File: config.mk
export PLATFORM = sky130hd
export DESIGN_NAME = csr_regfile_trap
export DESIGN_NICKNAME = d
export VERILOG_FILES = /design/src/rtl/csr_pkg.sv /design/src/rtl/csr_irq_prio.sv /design/src/rtl/csr_regfile_trap.sv
export SDC_FILE = /design/constraint.sdc
export NUM_CORES = 1
export LEC_CHECK = 0
export ABC_AREA = 1
export BUFFER_PORTS_ARGS = -buffer_cell sky130_fd_sc_hd__buf_2
export CORE_MARGIN = 2
export CORE_UTILIZATION = 58
export DETAILED_ROUTE_END_ITERATION = 8
export PLACE_DENSITY = 0.81
export SLEW_MARGIN = 10
export SYNTH_ARGS = -nofsm -noshare
export SYNTH_HDL_FRONTEND = slang
export SYNTH_SLANG_ARGS = --single-unit
export TNS_END_PERCENT = 50
File: constraint.sdc
create_clock -name clock -period 8.71 [get_ports clock]
set_input_delay 0.871 -clock clock [delete_from_list [all_inputs] [get_ports clock]]
set_output_delay 0.871 -clock clock [all_outputs]
set_load 0.03 [all_outputs]
File: src/rtl/csr_pkg.sv
// csr_pkg -- shared definitions for the machine-mode CSR file and trap unit.
//   CSR addresses, csr_op encodings, interrupt cause codes, mstatus bit
//   positions, mtvec mode values and reset constants.
package csr_pkg;

    // CSR addresses
    localparam logic [11:0] CSR_MSTATUS = 12'h300;
    localparam logic [11:0] CSR_MIE     = 12'h304;
    localparam logic [11:0] CSR_MTVEC   = 12'h305;
    localparam logic [11:0] CSR_MEPC    = 12'h341;
    localparam logic [11:0] CSR_MCAUSE  = 12'h342;
    localparam logic [11:0] CSR_MTVAL   = 12'h343;
    localparam logic [11:0] CSR_MIP     = 12'h344;
    localparam logic [11:0] CSR_MCYCLE  = 12'hB00;
    localparam logic [11:0] CSR_MCYCLEH = 12'hB80;
    localparam logic [11:0] CSR_MHARTID = 12'hF14;

    // CSR access operation
    typedef enum logic [1:0] {
        CSR_OP_NONE  = 2'b00,
        CSR_OP_WRITE = 2'b01,
        CSR_OP_SET   = 2'b10,
        CSR_OP_CLEAR = 2'b11
    } csr_op_e;

    // mstatus bit positions
    localparam int MSTATUS_MIE_BIT  = 3;
    localparam int MSTATUS_MPIE_BIT = 7;
    localparam int MSTATUS_MPP_LO   = 11;
    localparam int MSTATUS_MPP_HI   = 12;

    // Interrupt cause codes (also the mip/mie bit index)
    localparam logic [4:0] IRQ_CODE_TIMER     = 5'd7;
    localparam logic [4:0] IRQ_CODE_EXT       = 5'd11;
    localparam logic [4:0] IRQ_CODE_PLAT_BASE = 5'd16;

    // mtvec modes
    localparam logic [1:0] MTVEC_MODE_DIRECT   = 2'b00;
    localparam logic [1:0] MTVEC_MODE_VECTORED = 2'b01;

    // Reset values
    localparam logic [31:0] MIE_RESET = 32'h0000_0800;

endpackage

File: src/rtl/csr_irq_prio.sv
// csr_irq_prio -- fixed-priority interrupt selector.
//   pending : mip & mie, indexed by interrupt code
//   valid   : at least one enabled interrupt is pending
//   code    : winning cause code; external > timer > platform (lowest first)
module csr_irq_prio
    import csr_pkg::*;
#(
    parameter int N_PLAT_IRQ = 4
) (
    input  logic [31:0] pending,
    output logic        valid,
    output logic [4:0]  code
);

    localparam logic [31:0] USED_MASK =
        (32'd1 << IRQ_CODE_EXT) | (32'd1 << IRQ_CODE_TIMER) |
        (((32'd1 << N_PLAT_IRQ) - 32'd1) << IRQ_CODE_PLAT_BASE);

    // Bits outside the implemented interrupt set never win.
    logic unused_pending;
    assign unused_pending = |(pending & ~USED_MASK);

    always_comb begin
        valid = 1'b0;
        code  = '0;
        // Scan platform lines from the top down so the lowest index ends up
        // selected, then let timer and external override in rising priority.
        for (int i = N_PLAT_IRQ - 1; i >= 0; i--) begin
            if (pending[int'(IRQ_CODE_PLAT_BASE) + i]) begin
                valid = 1'b1;
                code  = IRQ_CODE_PLAT_BASE + 5'(i);
            end
        end
        if (pending[IRQ_CODE_TIMER]) begin
            valid = 1'b1;
            code  = IRQ_CODE_TIMER;
        end
        if (pending[IRQ_CODE_EXT]) begin
            valid = 1'b1;
            code  = IRQ_CODE_EXT;
        end
    end

endmodule

File: src/rtl/csr_regfile_trap.sv
// csr_regfile_trap -- machine-mode CSR register file with trap entry/return.
//   clock, reset            : clock, asynchronous active-high reset
//   csr_addr/we/op/w_data   : CSR access (op: none/write/set/clear)
//   csr_r_data, csr_illegal : combinational read data and access fault
//   pc, exc_req/cause/tval  : current PC and synchronous exception request
//   ret                     : mret executing
//   irq_timer/ext/plat      : interrupt levels, sampled into mip each cycle
//   trap_taken, trap_pc     : trap entry this cycle and redirect target
//   mepc                    : current mepc (mret target)
module csr_regfile_trap
    import csr_pkg::*;
#(
    parameter int          N_PLAT_IRQ  = 4,
    parameter logic [31:0] MTVEC_RESET = 32'h0000_0500,
    parameter int unsigned HART_ID     = 0
) (
    input  logic                  clock,
    input  logic                  reset,
    input  logic [11:0]           csr_addr,
    input  logic                  csr_we,
    input  logic [1:0]            csr_op,
    input  logic [31:0]           csr_w_data,
    output logic [31:0]           csr_r_data,
    output logic                  csr_illegal,
    input  logic [31:0]           pc,
    input  logic                  exc_req,
    input  logic [3:0]            exc_cause,
    input  logic [31:0]           exc_tval,
    input  logic                  ret,
    input  logic                  irq_timer,
    input  logic                  irq_ext,
    input  logic [N_PLAT_IRQ-1:0] irq_plat,
    output logic                  trap_taken,
    output logic [31:0]           trap_pc,
    output logic [31:0]           mepc
);

    localparam logic [31:0] MIE_WMASK =
        (32'd1 << IRQ_CODE_EXT) | (32'd1 << IRQ_CODE_TIMER) |
        (((32'd1 << N_PLAT_IRQ) - 32'd1) << IRQ_CODE_PLAT_BASE);

    // Architectural state
    logic        mstatus_mie;
    logic        mstatus_mpie;
    logic [31:0] mie_q;
    logic [31:0] mtvec_q;
    logic [31:2] mepc_q;
    logic [31:0] mcause_q;
    logic [31:0] mtval_q;
    logic [31:0] mip_q;
    logic [63:0] mcycle_q;

    csr_op_e     op;
    logic [31:0] mstatus_rd;
    logic [31:0] rd_data;
    logic        addr_hit;
    logic        addr_ro;
    logic        wr_req;
    logic        wr_en;
    logic [31:0] wdata;
    logic [31:0] mip_d;

    logic        irq_valid;
    logic [4:0]  irq_code;
    logic        irq_take;
    logic        ret_take;
    logic [31:0] trap_cause;

    // mepc is word aligned, so the low PC bits are never stored.
    logic unused_pc_lo;
    assign unused_pc_lo = ^pc[1:0];

    assign op = csr_op_e'(csr_op);

    always_comb begin
        mstatus_rd                                = '0;
        mstatus_rd[MSTATUS_MPP_HI:MSTATUS_MPP_LO] = 2'b11;
        mstatus_rd[MSTATUS_MPIE_BIT]              = mstatus_mpie;
        mstatus_rd[MSTATUS_MIE_BIT]               = mstatus_mie;
    end

    // Read decode
    always_comb begin
        rd_data  = '0;
        addr_hit = 1'b1;
        addr_ro  = 1'b0;
        case (csr_addr)
            CSR_MSTATUS: rd_data = mstatus_rd;
            CSR_MIE:     rd_data = mie_q;
            CSR_MTVEC:   rd_data = mtvec_q;
            CSR_MEPC:    rd_data = {mepc_q, 2'b00};
            CSR_MCAUSE:  rd_data = mcause_q;
            CSR_MTVAL:   rd_data = mtval_q;
            CSR_MIP: begin
                rd_data = mip_q;
                addr_ro = 1'b1;
            end
            CSR_MCYCLE:  rd_data = mcycle_q[31:0];
            CSR_MCYCLEH: rd_data = mcycle_q[63:32];
            CSR_MHARTID: begin
                rd_data = 32'(HART_ID);
                addr_ro = 1'b1;
            end
            default:     addr_hit = 1'b0;
        endcase
    end

    assign csr_r_data  = rd_data;
    assign wr_req      = csr_we && (op != CSR_OP_NONE);
    assign csr_illegal = !addr_hit || (wr_req && addr_ro);
    assign wr_en       = wr_req && addr_hit && !addr_ro;

    // Read-modify-write operand
    always_comb begin
        wdata = csr_w_data;
        case (op)
            CSR_OP_SET:   wdata = rd_data | csr_w_data;
            CSR_OP_CLEAR: wdata = rd_data & ~csr_w_data;
            default:      wdata = csr_w_data;
        endcase
    end

    // Interrupt selection and trap decision
    csr_irq_prio #(
        .N_PLAT_IRQ (N_PLAT_IRQ)
    ) u_irq_prio (
        .pending (mip_q & mie_q),
        .valid   (irq_valid),
        .code    (irq_code)
    );

    // ret takes precedence over an interrupt; the interrupt is picked up once
    // the restored MIE is visible in the following cycle.
    assign irq_take   = mstatus_mie && irq_valid && !exc_req && !ret;
    assign trap_taken = !reset && (exc_req || irq_take);
    assign ret_take   = !reset && ret && !exc_req;
    assign trap_cause = exc_req ? {28'd0, exc_cause} : {1'b1, 26'd0, irq_code};

    always_comb begin
        trap_pc = {mtvec_q[31:2], 2'b00};
        if (!exc_req && (mtvec_q[1:0] == MTVEC_MODE_VECTORED))
            trap_pc = {mtvec_q[31:2], 2'b00} + {25'd0, irq_code, 2'b00};
    end

    assign mepc = {mepc_q, 2'b00};

    always_comb begin
        mip_d                                       = '0;
        mip_d[IRQ_CODE_TIMER]                       = irq_timer;
        mip_d[IRQ_CODE_EXT]                         = irq_ext;
        mip_d[IRQ_CODE_PLAT_BASE +: N_PLAT_IRQ]     = irq_plat;
    end

    // mstatus: trap and ret outrank a software write
    always_ff @(posedge clock or posedge reset) begin
        if (reset) begin
            mstatus_mie  <= 1'b1;
            mstatus_mpie <= 1'b0;
        end else if (trap_taken) begin
            mstatus_mpie <= mstatus_mie;
            mstatus_mie  <= 1'b0;
        end else if (ret_take) begin
            mstatus_mie  <= mstatus_mpie;
            mstatus_mpie <= 1'b1;
        end else if (wr_en && (csr_addr == CSR_MSTATUS)) begin
            mstatus_mie  <= wdata[MSTATUS_MIE_BIT];
            mstatus_mpie <= wdata[MSTATUS_MPIE_BIT];
        end
    end

    // Trap record registers
    always_ff @(posedge clock or posedge reset) begin
        if (reset) begin
            mepc_q   <= '0;
            mcause_q <= '0;
            mtval_q  <= '0;
        end else if (trap_taken) begin
            mepc_q   <= pc[31:2];
            mcause_q <= trap_cause;
            mtval_q  <= exc_req ? exc_tval : 32'd0;
        end else begin
            if (wr_en && (csr_addr == CSR_MEPC))   mepc_q   <= wdata[31:2];
            if (wr_en && (csr_addr == CSR_MCAUSE)) mcause_q <= wdata;
            if (wr_en && (csr_addr == CSR_MTVAL))  mtval_q  <= wdata;
        end
    end

    // mie / mtvec; reserved mtvec modes collapse to direct
    always_ff @(posedge clock or posedge reset) begin
        if (reset) begin
            mie_q   <= MIE_RESET;
            mtvec_q <= MTVEC_RESET;
        end else begin
            if (wr_en && (csr_addr == CSR_MIE))
                mie_q <= wdata & MIE_WMASK;
            if (wr_en && (csr_addr == CSR_MTVEC))
                mtvec_q <= {wdata[31:2], (wdata[1:0] == MTVEC_MODE_VECTORED) ?
                                         MTVEC_MODE_VECTORED : MTVEC_MODE_DIRECT};
        end
    end

    // mip samples the interrupt levels every cycle
    always_ff @(posedge clock or posedge reset) begin
        if (reset) mip_q <= '0;
        else       mip_q <= mip_d;
    end

    // mcycle: a write to either half replaces it and skips that cycle's count
    always_ff @(posedge clock or posedge reset) begin
        if (reset)
            mcycle_q <= '0;
        else if (wr_en && (csr_addr == CSR_MCYCLE))
            mcycle_q[31:0] <= wdata;
        else if (wr_en && (csr_addr == CSR_MCYCLEH))
            mcycle_q[63:32] <= wdata;
        else
            mcycle_q <= mcycle_q + 64'd1;
    end

endmodule

# Yosys cells after proc, flatten, opt, wreduce, memory -nomap -nowiden
# Index checks and enable logic that the tools add are counted.
# W data, S select, Z words.
[classes] mux=35 reduce_logical=33 add_sub_neg=2 bitwise_logic=4 eq_ne=15
[ops] op="$mux W32" count=10
[ops] op="$pmux W32 S9" count=1
[ops] op="$eq A12 B10 Y1 const B" count=7
[ops] op="$add A64 B1 Y64 const B" count=1
[ops] op="$pmux W32 S2" count=1
[ops] op="$mux W30" count=2
[ops] op="$eq A12 B12 Y1 const B" count=3
[ops] op="$add A32 B7 Y32" count=1
[ops] op="$and A32 B32 Y32" count=1
[ops] op="$not A32 Y32" count=1
[ops] op="$or A32 B32 Y32" count=1
[ops] op="$mux W5" count=6
[ops] op="$and A20 B20 Y20" count=1
[ops] op="$logic_and A1 B1 Y1" count=19
[ops] op="$mux W1" count=15
[ops] op="$reduce_or A10 Y1" count=1
[ops] op="$reduce_bool A2 Y1" count=4
[ops] op="$logic_not A1 Y1" count=5
[ops] op="$eq A2 B1 Y1 const B" count=2
[ops] op="$eq A2 B2 Y1 const B" count=2
[ops] op="$reduce_bool A3 Y1" count=1
[ops] op="$logic_or A1 B1 Y1" count=2
[ops] op="$ne A2 B2 Y1 const B" count=1
[ops] op="$reduce_or A2 Y1" count=1
[word_totals] inputBits=125 reg_bits=204 wordCells=99 output_inout_bits=98

# Depth between registers and ports, before layout
# Gate-level depths: netlist (run 1).
[depth] ltp_word=13 mapped_depth=15 mapped_depth_nobuf=15

# Hierarchy
# From an unflattened synthesis (run 1), not the netlist that was laid out.
[unflattened] hier_cells=2283 hier_area_um2=14536.4
[by_module_without_submodules] mod="csr_regfile_trap" cells_per_inst=2266 area_per_inst_um2=14460.1 seq_area_each_um2=5084.9 instances=1
[by_module_without_submodules] mod="csr_irq_prio" cells_per_inst=17 area_per_inst_um2=76.3 seq_area_each_um2=0.0 instances=1

# Worst setup path before layout (run 1)
# No wires, ideal clock.
[synth_timing] path_kind="input -> output" startpoint="in reset" endpoint="out trap_taken" setup_slack_ns=1.694 t_arrival_ns=6.145 cell_stages=5 cell_sequence="inv_1 -> nand4_1 -> nand2_1 -> buf_2 -> buf_2"
[synth_between] elab_chain_cells=2
[synth_lines] element="start, declared" line="csr_regfile_trap.sv:18" text="input logic reset,"
[synth_lines] element="$logic_not A1 Y1 (no source line)"
[synth_lines] element="$logic_and A1 B1 Y1" line="csr_regfile_trap.sv:135" text="assign trap_taken = !reset && (exc_req || irq_take);"
[synth_lines] element="end, declared" line="csr_regfile_trap.sv:33" text="output logic trap_taken,"
# No other way between the ends.

# Final worst setup path (run 1)
[layout_timing] startpoint="reg mie_q[11]" endpoint="out trap_pc[20]"
[layout_between] elab_chain_cells=4
[layout_lines] element="start, declared" line="csr_regfile_trap.sv:45" text="logic [31:0] mie_q;"
[layout_lines] element="start signal, assigned" line="csr_regfile_trap.sv:195" text="mie_q <= wdata & MIE_WMASK;"
[layout_lines] element="$and A20 B20 Y20" line="csr_regfile_trap.sv:127" text=".pending (mip_q & mie_q),"
[layout_lines] element="$mux W5" line="csr_irq_prio.sv:38" text="if (pending[IRQ_CODE_EXT]) begin"
[layout_lines] element="$add A32 B7 Y32" line="csr_regfile_trap.sv:142" text="trap_pc = {mtvec_q[31:2], 2'b00} + {25'd0, irq_code, 2'b00};"
[layout_lines] element="$mux W32" line="csr_regfile_trap.sv:141" text="if (!exc_req && (mtvec_q[1:0] == MTVEC_MODE_VECTORED))"
[layout_lines] element="end, declared" line="csr_regfile_trap.sv:34" text="output logic [31:0] trap_pc,"
# No other way between the ends.

==> results of run 1 <==
cells in the final DEF (no fill, tap or decap), types with 40 or more instances in the layout:
cell,n
o21ai_1,76
a21oi_2,41
nand2_1,762
buf_2,216
a21oi_1,87
o21ai_0,54
nor2_1,369
dfrtp_1,199
xor2_1,40
nand3_1,240
inv_1,138
layout make-up:
cell class | instances | share of cell area
clock buffers | 35 | 0.0428
repair buffers | 230 | 0.0725
flip-flops and latches | 203 | 0.311
clock inverters | 6 | 0.00467
well taps | 324 | 0.0248
inverters | 159 | 0.0370
multi-input cells | 1809 | 0.507
diodes | 1 | 0.000153
worst paths after layout:
path | from | to | slack, ps | cells past startpoint
setup / recovery | mie_q[11] | trap_pc[20] | 3730 | 15
hold / removal | irq_ext | mip_q[11] | 430 | 1
setup reg to reg | mip_q[16] | mepc_q[16] | 5420 | 11
hold reg to reg | mstatus_mie | mstatus_mie | 500 | 2
max in group asynchronous | reset | mcause_q[6] | 6650 | 3
min in group asynchronous | reset | mepc_q[12] | 600 | 2
logic make-up after synthesis:
kind of cell,Yosys count
simple gates,1482
compound gates,261
buf+inv,252
flops,203
xor+xnor,55
fa+ha+maj,7
other cells,1
report_power, final:
| part | internal [mW] | leakage [nW] | switching [mW] |
|---|---|---|---|
| clock | 0.587 | 0.382 | 0.429 |
| sequential | 1.03 | 2.20 | 0.0644 |
| combinational | 0.120 | 6.21 | 0.305 |
state kept, by name, indices dropped and copies added (netlist names):
| register | flops |
|---|---|
| mstatus_mie | 1 |
| mtvec_q | 31 |
| mstatus_mpie | 1 |
| mcause_q | 32 |
| mcycle_q | 64 |
| mip_q | 6 |
| mie_q | 6 |
| mepc_q | 30 |
| mtval_q | 32 |
per-layer routing:
| layer | GRT usage | vias up | share of wire |
|---|---|---|---|
| met5 | 0 | - | 0 |
| met4 | 0.220 | 0 | 0.063 |
| met3 | 0.105 | 273 | 0.13 |
| met2 | 0.707 | 1359 | 0.44 |
| met1 | 0.607 | 7887 | 0.37 |
| li1 | - | 7535 | - |
cells in the mapped netlist (2+ instances only):
| master | instances |
|---|---|
| nand4_1 | 26 |
| nand2_2 | 7 |
| nor4_1 | 3 |
| xor2_1 | 40 |
| ha_1 | 6 |
| or2_2 | 12 |
| buf_1 | 4 |
| nand3_2 | 6 |
| o21ai_2 | 2 |
| o21ai_0 | 54 |
| a21oi_1 | 87 |
| buf_6 | 10 |
| buf_4 | 17 |
| nand2_1 | 763 |
| dfrtp_1 | 199 |
| nor2_1 | 370 |
| nand3_1 | 240 |
| o21ai_1 | 76 |
| dfstp_2 | 4 |
| nor2_2 | 11 |
| nand3b_1 | 9 |
| xnor2_1 | 15 |
| nor3_1 | 21 |
| inv_1 | 139 |
| clkbuf_1 | 30 |
| buf_2 | 32 |
| a21oi_2 | 41 |
| inv_2 | 19 |
| nor2_4 | 9 |
metrics by stage:
stage / cell area (sq um) / cells
final: 16400 / 2767
after global routing: 16400 / 2766
after CTS: 16400 / 2766
after detailed placement: 15600 / 2725
after global placement: 15600 / 2725
after floorplan: 14500 / 2264
==> load_flow_metrics.sql, run 1 <==
INSERT INTO impl_metrics (metric_group, metric, value, unit) VALUES
('outcome', 'outcome', 'finished, final reports clean', ''),
('setup_path', 'cp-end-kind', 'output port', ''),
('sta', 'final-setup-viol-count', '0', ''),
('drt', 'post-route-drc-count', '0', ''),
('setup_path', 'worstPathMaxFanout', '4', ''),
('global_routing', 'antenna_found_initial', '0', ''),
('pwr', 'p_leak', '8.79', 'nW'),
('yosys', 'ys_seq_elements', '203', ''),
('worst_hold_path', 'hp-class', 'in -> reg', ''),
('cells_and_area', 'drive_above_1_share', '0.158', ''),
('clocking', 'worstSkewPairLatency', '550', 'ps'),
('setup_path', 'arrival_time_worst_endpoint', '4110', 'ps'),
('clocking', 'cts_hold_repair_buffers', '0', ''),
('placement', 'place.gp.congestion', '1.08', ''),
('yosys', 'post_synth_num_cell_types', '38', ''),
('die', 'initial_util', '0.594', ''),
('sta', 'finalHoldViolCount', '0', ''),
('setup_path', 'critPathRequiredTime', '7840', 'ps'),
('sta', 'setup_total_negative_slack', '0', 'ps'),
('cells_and_area', 'nFillCells', '2198', ''),
('yosys', 'synth_top_cell_area_share', '0.344', ''),
('yosys', 'post_synth_instance_area', '14500', 'sq um'),
('yosys', 'yosysWarningCount', '0', ''),
('pwr', 'power.total', '2.53', 'mW'),
('placement', 'numPortBuffers', '216', ''),
('yosys', 'post_synth.cell_area_avg', '6.41', 'sq um'),
('die', 'core', '24400', 'sq um'),
('clocking', 'ctsHtreeMaxLevel', '1', ''),
('drt', 'drtPass1Iterations', '7', ''),
('sta', 'grt_setup_unrepaired', 'no', ''),
('die', 'die_h', '162', 'um'),
('setup_path', 'setup.worst_path.class', 'reg -> out', ''),
('yosys', 'yosys.area_share.xor_xnor', '0.0332', ''),
('clocking', 'cts_num_sinks', '203', ''),
('sta', 'fin_ws', '3730', 'ps'),
('global_routing', 'grt.overflow.total', '0', ''),
('cells_and_area', 'final_core_utilization', '0.671', ''),
('sta', 'worst_slew_pin_slew', '1030', 'ps'),
('yosys', 'synthMuxAreaShare', '0', ''),
('setup_path', 'critPathTopFamily', 'simple AND/OR/NAND/NOR gates', ''),
('cells_and_area', 'fin_nets', '2558', ''),
('global_routing', 'grt_util_all_layers', '0.456', ''),
('clocking', 'cts_buffers', '23', ''),
('sta', 'worst_clock_skew', '21.4', 'ps'),
('setup_path', 'startpoint_type', 'flop', ''),
('yosys', 'top_area_cells_in_the_synthesized_netlist', 'dfrtp_1, nand2_1, nor2_1', ''),
('setup_path', 'crit_top_cell', 'nand2_1', ''),
('global_routing', 'grt_start_max_net_pins', '139', ''),
('clocking', 'tritoncts', 'done', ''),
('sta', 'final_period_minus_worst_setup_slack', '4980', 'ps'),
('placement', 'pre_cts_slack', '4170', 'ps'),
('yosys', 'share_of_synthesized_area_occupied_by_flip_flops_and_latches', '0.351', ''),
('drt', 'detail_route.vias_per_cell', '6.16', ''),
('clocking', 'clockBufferDepth', '3', ''),
('global_routing', 'grt_pass1_vias', '15800', ''),
('pwr', 'power.density', '155', 'nW/um^2'),
('drt', 'routed_wirelength', '60800', 'um'),
('job', 'max_cap_violations', '0', ''),
('drt', 'vias', '17100', ''),
('clocking', 'ctsResizeCount', '0', ''),
('yosys', 'largest_area_contributor_in_the_synthesized_netlist', 'dfrtp_1', ''),
('setup_path', 'worstPathBufferInverterCount', '2', ''),
('drt', 'detail_route.iter0.violations', '2463', ''),
('die', 'die_area', '26300', 'sq um'),
('clocking', 'postCtsSetupBuffers', '0', ''),
('yosys', 'top_reg_cell_synth', 'dfrtp_1', ''),
('yosys', 'syn-instance-count', '2261', ''),
('sta', 'report.final.slew_viol_count', '0', ''),
('clocking', 'clk_pin_slew', '60', 'ps'),
('placement', 'place_hpwl', '45100', 'um'),
('yosys', 'synthAdderAreaFrac', '0.00656', '');
No activity file was read; power rests on OpenSTA's default activity.
==> run 2, diff against run 1 <==
--- a/config.mk
+++ b/config.mk
@@ -8,9 +8,9 @@
 export ABC_AREA = 1
 export BUFFER_PORTS_ARGS = -buffer_cell sky130_fd_sc_hd__buf_2
 export CORE_MARGIN = 2
-export CORE_UTILIZATION = 58
+export CORE_UTILIZATION = 53
 export DETAILED_ROUTE_END_ITERATION = 8
-export PLACE_DENSITY = 0.81
+export PLACE_DENSITY = 0.78
 export SLEW_MARGIN = 10
 export SYNTH_ARGS = -nofsm -noshare
 export SYNTH_HDL_FRONTEND = slang
==> constraint.sdc (replaced) <==
create_clock -name clock -period 4.3 [get_ports clock]
set_input_delay 0.43 -clock clock [delete_from_list [all_inputs] [get_ports clock]]
set_output_delay 0.43 -clock clock [all_outputs]
set_load 0.03 [all_outputs]
==> load_flow_metrics.sql, run 2 (synthesis results as in run 1) <==
INSERT INTO impl_metrics (metric_group, metric, value, unit) VALUES
('clocking', 'clockBufferDepth', '3', ''),
('drt', 'detail_route.vias_per_cell', '5.95', ''),
('pwr', 'netSwitchingFraction', '0.307', ''),
('clocking', 'worstSkewPairLatency', '550', 'ps'),
('global_routing', 'grt.overflow.total', '0', ''),
('clocking', 'cts_num_sinks', '203', ''),
('clocking', 'postCtsSetupBuffers', '0', ''),
('pwr', 'p_leak', '8.87', 'nW'),
('sta', 'grt_setup_unrepaired', 'no', ''),
('setup_path', 'critical_path_max_stage_delay', '400', 'ps'),
('placement', 'place_hpwl', '47400', 'um'),
('sta', 'report.final.slew_viol_count', '0', ''),
('setup_path', 'r2r_setup_slack', '1230', 'ps'),
('cells_and_area', 'design_area', '16500', 'sq um'),
('pwr', 'p_int', '3.62', 'mW'),
('drt', 'remaining_antenna_violation_count', '0', ''),
('placement', 'total_cell_area_at_the_placement_stage', '15700', 'sq um'),
('die', 'die_area', '28700', 'sq um'),
('worst_hold_path', 'hold-path-endpoint', 'mip_q[11]', ''),
('global_routing', 'antenna_found_initial', '4', ''),
('pwr', 'net-switching-power', '1.60', 'mW'),
('die', 'ioPinCount', '223', ''),
('worst_hold_path', 'min_from', 'irq_ext', ''),
('drt', 'routed_wirelength', '61300', 'um'),
('sta', 'timing.fmax', '242', 'MHz'),
('setup_path', 'timing.rr.start', 'mie_q[17]', ''),
('pwr', 'pwr-share-clk', '0.414', ''),
('die', 'die_h', '169', 'um'),
('cells_and_area', 'largest_register_ffs', '64', ''),
('worst_hold_path', 'hp-class', 'in -> reg', ''),
('die', 'die_width', '169', 'um'),
('die', 'placementRows', '60', ''),
('drt', 'vias', '16600', ''),
('sta', 'period_share', '0.960', ''),
('setup_path', 'cpMaxStageDelayCell', 'dfrtp_1', ''),
('clocking', 'cts_buffers', '23', ''),
('sta', 'final_period_minus_worst_setup_slack', '4130', 'ps'),
('sta', 'worst_clock_skew', '20.8', 'ps'),
('cells_and_area', 'layout-area-overhead-vs-synth', '14.1', '%'),
('cells_and_area', 'num_antenna_cells', '0', ''),
('drt', 'detail_route.iter0.violations', '2494', ''),
('placement', 'numPortBuffers', '216', ''),
('drt', 'post-route-drc-count', '0', ''),
('drt', 'drtPass1Iterations', '6', ''),
('worst_hold_path', 'holdPathStages', '1', ''),
('sta', 'worst_slew_margin_rel', '0.321', ''),
('pwr', 'share_comb_of_total_power', '0.163', ''),
('cells_and_area', 'fin_nets', '2573', ''),
('die', 'core', '26900', 'sq um'),
('sta', 'finalHoldViolCount', '0', ''),
('drt', 'routed_wire_length_per_instance', '21.9', 'um'),
('setup_path', 'arrival_time_worst_endpoint', '3700', 'ps'),
('sta', 'worst_slew_pin_slew', '1020', 'ps'),
('pwr', 'p_seq_frac', '0.423', ''),
('setup_path', 'critical_path.cell_chain', 'nand2_1, nand2_1, nor2_1, nor2_1, ha_1, nand2_1, o21ai_0, a21oi_1, nor2_1, nand3_1, nor3_1, xor2_1, buf_2', ''),
('clocking', 'clk_root_buffer_cell', 'clkbuf_16', ''),
('global_routing', 'grt_util_all_layers', '0.423', ''),
('setup_path', 'setup.worst_path.class', 'reg -> out', ''),
('die', 'initial_util', '0.539', ''),
('pwr', 'vdd_ir_drop_max', '0.000403', 'V'),
('cells_and_area', 'layout_top_registers', 'mcycle_q x64, mcause_q x32, mtval_q x32', ''),
('outcome', 'outcome', 'finished, final reports clean', ''),
('setup_path', 'cp-end-kind', 'output port', ''),
('setup_path', 'worstPathMaxFanout', '5', ''),
('cells_and_area', 'nFillCells', '2569', ''),
('cells_and_area', 'drive_above_1_share', '0.162', ''),
('cells_and_area', 'largest-register', 'mcycle_q', ''),
('cells_and_area', 'mostFrequentLayoutCells', 'nand2_1, nor2_1, nand3_1, buf_2, dfrtp_1', ''),
('global_routing', 'grt_start_max_net_pins', '84', ''),
('setup_path', 'critPathRequiredTime', '3870', 'ps'),
('job', 'max_cap_violations', '0', ''),
('global_routing', 'grt_first_pass_wirelength', '91500', 'um'),
('clocking', 'ctsHtreeMaxLevel', '1', ''),
('cells_and_area', 'most_common_cell_after_layout_fill_and_taps_aside', 'nand2_1', ''),
('sta', 'final-setup-viol-count', '0', ''),
('clocking', 'clk_pin_slew', '60', 'ps'),
('global_routing', 'grt_pass1_vias', '15300', ''),
('setup_path', 'capture_instance_of_the_worst_register_to_register_path', 'mepc_q[11]', ''),
('placement', 'place.gp.congestion', '1.00', ''),
('setup_path', 'r2r_cells', '10', ''),
('pwr', 'power.total', '5.22', 'mW'),
('setup_path', 'startpoint_type', 'flop', ''),
('pwr', 'power.density', '315', 'nW/um^2'),
('clocking', 'tritoncts', 'done', '');
run 2: critical path, delay by kind of cell, from the launching register on:
kind	cells	cell delay, ps
AOI/OAI and AO/OA	2	250
xor gates and xnor gates	1	280
adders and majority gates	1	370
buffers and inverters	1	250
DFF	1	400
and+or+nand+nor	8	1610
run 2: what timing repair did:
action	4_1_cts	5_1_grt
endpoints found under the setup margin	0	1
endpoints found under the hold margin	4	0
gates resized for setup	0	1
hold buffers	4	0
run 2: layer usage:
metal	share of wire	global-route usage
met1	0.39	0.571
met2	0.44	0.656
met3	0.12	0.0791
met4	0.060	0.206
met5	0	0
run 2: power by group through the flow:
stage	sequential [mW]	combinational, mW	clock [mW]
CTS	2.20	0.843	2.16
detailed placement	2.23	0.831	0
global route	2.22	0.923	2.24
floorplan	2.31	0.452	0
finish	2.20	0.852	2.16
global placement	2.22	0.810	0
run 2: worst max path at each step:
stage	startpoint	end	slack, ps	cells after the start
after floorplan	reset	trap_taken	-290	5
after global placement	mie_q[11]	trap_pc[30]	780	15
after detailed placement	mie_q[17]	trap_pc[31]	810	13
after CTS	mie_q[17]	trap_pc[31]	220	13
after global routing	mip_q[17]	trap_pc[31]	40	13
final	mie_q[17]	trap_pc[31]	170	13
run 2: layout make-up:
class | count | area [sq um] | area share
clock buffer | 30 | 632 | 0.0382
clock inverter | 11 | 180 | 0.0109
inverter | 159 | 602 | 0.0364
multi-input combinational | 1809 | 8300 | 0.502
sequential | 203 | 5080 | 0.308
tap | 341 | 427 | 0.0258
timing repair buffer | 245 | 1310 | 0.0791
run 2: per-stage QoR:
stage          worst slack [ps]  cells  utilization  setup TNS, ps  hold slack [ps]
3_3_place_gp                781   2753        0.583              0              463
4_1_cts                     224   2798        0.615              0             7.19
5_1_grt                    43.9   2798        0.615              0             6.58
6_report                    172   2798        0.615              0             11.8
2_1_floorplan              -291   2264            -         -20550              450
3_5_place_dp                806   2753        0.583              0              472
